**src/rtl/ec1_mem_arbiter.sv**
```systemverilog
// EC1 memory arbiter: serialises CPU and loader/debug ports onto one RAM.
// Round-robin or fixed-priority grant, registered RAM strobes.
module ec1_mem_arbiter #(
    parameter int ADDR_W  = 5,
    parameter int DATA_W  = 8,
    parameter bit RR_MODE = 1'b1
) (
    input  logic              clk,
    input  logic              reset,
    input  logic              req0,
    input  logic [ADDR_W-1:0] addr0,
    input  logic              we0,
    input  logic [DATA_W-1:0] wdata0,
    output logic              ack0,
    output logic [DATA_W-1:0] rdata0,
    input  logic              req1,
    input  logic [ADDR_W-1:0] addr1,
    input  logic              we1,
    input  logic [DATA_W-1:0] wdata1,
    output logic              ack1,
    output logic [DATA_W-1:0] rdata1,
    output logic              mem_en,
    output logic              mem_we,
    output logic [ADDR_W-1:0] mem_addr,
    output logic [DATA_W-1:0] mem_wdata,
    input  logic [DATA_W-1:0] mem_rdata,
    output logic              busy
);

    typedef enum logic [1:0] {
        IDLE  = 2'd0,
        ISSUE = 2'd1,
        WAIT  = 2'd2,
        ACK   = 2'd3
    } state_t;

    state_t              state_q;
    logic                sel_q;
    logic                last_gnt_q;
    logic                ack0_q;
    logic                ack1_q;
    logic [DATA_W-1:0]   rdata0_q;
    logic [DATA_W-1:0]   rdata1_q;
    logic                mem_en_q;
    logic                mem_we_q;
    logic [ADDR_W-1:0]   mem_addr_q;
    logic [DATA_W-1:0]   mem_wdata_q;

    logic                sel_d;
    logic [ADDR_W-1:0]   win_addr;
    logic                win_we;
    logic [DATA_W-1:0]   win_wdata;

    // Pick the winner: a lone requester always wins, ties go by mode.
    always_comb begin
        sel_d = 1'b0;
        if (req0 && req1) begin
            sel_d = RR_MODE ? ~last_gnt_q : 1'b0;
        end else if (req1) begin
            sel_d = 1'b1;
        end
    end

    assign win_addr  = sel_d ? addr1  : addr0;
    assign win_we    = sel_d ? we1    : we0;
    assign win_wdata = sel_d ? wdata1 : wdata0;

    // Access sequencer: IDLE -> ISSUE -> WAIT -> ACK, all outputs registered.
    always_ff @(posedge clk) begin
        if (reset) begin
            state_q     <= IDLE;
            sel_q       <= 1'b0;
            last_gnt_q  <= 1'b1;
            ack0_q      <= 1'b0;
            ack1_q      <= 1'b0;
            rdata0_q    <= '0;
            rdata1_q    <= '0;
            mem_en_q    <= 1'b0;
            mem_we_q    <= 1'b0;
            mem_addr_q  <= '0;
            mem_wdata_q <= '0;
        end else begin
            unique case (state_q)
                IDLE: begin
                    if (req0 || req1) begin
                        sel_q       <= sel_d;
                        mem_addr_q  <= win_addr;
                        mem_we_q    <= win_we;
                        mem_wdata_q <= win_wdata;
                        mem_en_q    <= 1'b1;
                        state_q     <= ISSUE;
                    end
                end
                ISSUE: begin
                    mem_en_q <= 1'b0;
                    mem_we_q <= 1'b0;
                    state_q  <= WAIT;
                end
                WAIT: begin
                    if (sel_q) begin
                        ack1_q   <= 1'b1;
                        rdata1_q <= mem_rdata;
                    end else begin
                        ack0_q   <= 1'b1;
                        rdata0_q <= mem_rdata;
                    end
                    state_q <= ACK;
                end
                ACK: begin
                    ack0_q     <= 1'b0;
                    ack1_q     <= 1'b0;
                    last_gnt_q <= sel_q;
                    state_q    <= IDLE;
                end
                default: begin
                    state_q <= IDLE;
                end
            endcase
        end
    end

    assign ack0      = ack0_q;
    assign ack1      = ack1_q;
    assign rdata0    = rdata0_q;
    assign rdata1    = rdata1_q;
    assign mem_en    = mem_en_q;
    assign mem_we    = mem_we_q;
    assign mem_addr  = mem_addr_q;
    assign mem_wdata = mem_wdata_q;
    assign busy      = (state_q != IDLE);

endmodule

```
**config.mk**
```make
export PLATFORM = sky130hd
export DESIGN_NAME = ec1_mem_arbiter
export DESIGN_NICKNAME = d
export VERILOG_FILES = /design/src/rtl/ec1_mem_arbiter.sv
export SDC_FILE = /design/constraint.sdc
export NUM_CORES = 1
export LEC_CHECK = 0
export ABC_AREA = 0
export BUFFER_PORTS_ARGS = -buffer_cell sky130_fd_sc_hd__buf_2
export CAP_MARGIN = 5
export CORE_MARGIN = 1.5
export CORE_UTILIZATION = 45
export DETAILED_ROUTE_END_ITERATION = 7
export PLACE_DENSITY = 0.78
export SETUP_SLACK_MARGIN = 0.5
export SLEW_MARGIN = 20
export SYNTH_ARGS = -nofsm -noshare
export SYNTH_HDL_FRONTEND = slang
export SYNTH_SLANG_ARGS = --single-unit
```
**constraint.sdc**
```tcl
create_clock -name clk -period 1.64 [get_ports clk]
set_input_delay 0.082 -clock clk [delete_from_list [all_inputs] [get_ports clk]]
set_output_delay 0.082 -clock clk [all_outputs]
set_load 0.1 [all_outputs]
```
==> reports/results.txt <==
slew of the pin with the lowest slew margin = 0.7013 ns
worst stage delay on the critical path = 0.35 ns
Synth-to-Final Area Change = 58.96%
die width = 62.07 um
dominant cells by area after synthesis = dfxtp_1, mux2i_1, a211oi_1
top cell type by total area after synthesis = dfxtp_1
Worst EP required = 1.86 ns
Clock Tree Buf Depth = 2
final worst clock skew = 0.01256 ns
Final period util = 87.83%
Worst-Skew Late Latency = 0.35 ns
drc violations = 0
Post-Route WL = 4.076 mm
Post-Place Cells = 291
Yosys reg bits = 37
post-synth cell types = 25
Startpoint Class = register
commonest non-fill, non-tap cell in the layout = buf_4
IO Count = 74
Initial Utilization = 47.06%
sequential cell area fraction in the yosys report = 47.17%
top cell type's share of synthesized area = 47.17%
Setup WS pre-CTS = 0.2032 ns
Slew HR = 53.25%
Pins Over Slew Limit = 0
slowest CP cell = dfxtp_2
crit path capture type = register
CTS Root Cell = clkbuf_4
Max Cap Viol = 0
Final Critical Period = 1.440 ns
routed length per instance = 12.78 um
TritonCTS Buffers = 5
share of layout cells above drive strength 1 = 54.58%
CTS tree = built
Fmax = 694.2 MHz
signal arrival time at the worst endpoint = 1.66 ns
Via Count = 1,594
CP Class = register to register
total power = 5.164 mW
# rows = 21
DRT iter0 DRCs = 77
Final GP Congestion = 0.7773
Setup TNS = 0 ns
# clock sinks = 37
PwrDens = 2069 mW/mm^2
setup ws final = 0.1995 ns
worst path cell trace = inv_4 > ha_4 > clkinvlp_4 > nor3_4 > mux2i_1 > nor2_1
Synth Instances = 178
final cell count without fillers = 319
Via density = 4.997
Buffers on Ports = 73
largest net degree at the start of global routing = 38
H-Tree Depth = 2
Congestion Overflow GR = 0
Final Hold Viols = 0
first-pass GRT wire length = 5.851 mm
clk slew on worst S/H paths = 0.12 ns
CORE AREA = 0.003337 sq mm
final setup fails = 0
Tot GR Track Use = 21.17%
P_leak = 1.079 nW
initial antenna violation count = 0
most frequent cells in the layout = buf_4, buf_2, dfxtp_2, nand2_1, a21oi_1
Final ANT Viol Nets = 0
Final HPWL DP = 2.532 mm
unrepaired setup endpoints after global routing = true
status = finished clean
Worst Hold Class = input port to register
Syn Area/Cell = 8.822 sq um
warnings from Yosys = 0
die area = 0.003853 sq mm
vias in the first global route = 1,410
first drt pass iteration count = 4
die height = 62.07 um
mapped cell area = 0.001570 sq mm
R2R Setup Slk = 0.20 ns
Ant. Diodes = 0
Crit Path Max Fanout = 4
syn_nets = 223
peak supply drop = 0.001236 V
nets = 317
[per-layer routing]
metal	track usage (%)	wire length [um]	share of wire, %
met4	8.207	60	1.5
met2	38.10	2104	52
met3	7.660	248	6.1
met1	22.31	1662	41
met5	0	0	0
[area by class of cell]
type	count	area [sq um]
fill	240	840.8
multi-input combinational	125	819.5
sequential	37	784.5
timing repair buffer	99	745.7
tap	46	57.56
clock buffer	6	51.30
inverter	4	23.77
clock inverter	2	13.76
[report_power, final]
part           switching (mW)  internal [mW]
Combinational            2.25           1.06
Sequential              0.151           1.17
Clock                   0.320          0.209
Total                    2.72           2.44
[path summary, 6_finish.rpt]
path	startpoint	to	depth (start not counted)
min reg2reg	rdata1[1]	rdata1[1]	2
max reg2reg	state_q[0]	state_q[1]	6
min	wdata0[6]	mem_wdata[6]	3
max	state_q[0]	state_q[1]	6
[cell families (layout without fill, tap and decap cells)]
kind of cell	after synthesis	in the layout	synth area share [%]
compound gates	43	43	17.69
fa+ha+maj	5	5	3.984
buf+inv	16	111	5.020
flops	37	37	47.17
mux	14	14	8.924
simple gates	63	63	17.21
[critical path: cells and delay by family, from the launching register on]
| kind | cells | cell delay [ns] |
|---|---|---|
| adder cells (fa/ha/maj) | 1 | 0.16 |
| buffers and inverters | 2 | 0.22 |
| multiplexers | 1 | 0.21 |
| flip-flops | 1 | 0.35 |
| AND/OR/NAND/NOR | 2 | 0.36 |
[synthesized netlist by cell type]
cell type,number
dfxtp_1,37
nand2_1,28
a21oi_1,21
nor2_1,18
a211oi_1,14
mux2i_1,14
nand3_1,8
clkbuf_1,5
ha_1,5
buf_1,4
inv_1,4
nor2b_1,3
o21ai_0,3
buf_2,2
nor3_1,2
a211o_1,1
a21boi_4,1
a22o_2,1
buf_12,1
nand2b_1,1
nand3b_1,1
nor3b_1,1
o211ai_1,1
o21a_1,1
or2b_1,1
[sequential cells by signal, summed over array words and instances, names as in the netlist]
signal      flops
sel_q           1
mem_we          1
ack0            1
rdata1          8
last_gnt_q      1
mem_addr        5
rdata0          8
state_q         2
ack1            1
mem_wdata       8
mem_en          1
[through the flow]
| stage | cell area [sq um] | hold slack (ns) | util [%] |
|---|---|---|---|
| after floorplan | 1668 | 0.2105 | - |
| after global placement | 2071 | 0.3343 | 62.05 |
| after detailed placement | 2071 | 0.3376 | 62.05 |
| after CTS | 2359 | 0.04031 | 70.68 |
| after global routing | 2496 | 0.04779 | 74.80 |
| final | 2496 | 0.04955 | 74.80 |
[repair_timing]
action	CTS	global route
hold endpoints to repair	15	0
resized for setup	42	13
cloned	0	2
setup buffers	5	5
hold buffers	8	0
endpoints found under the setup margin	70	38
pin swaps	2	8
Power figures use the tool's default switching activity.
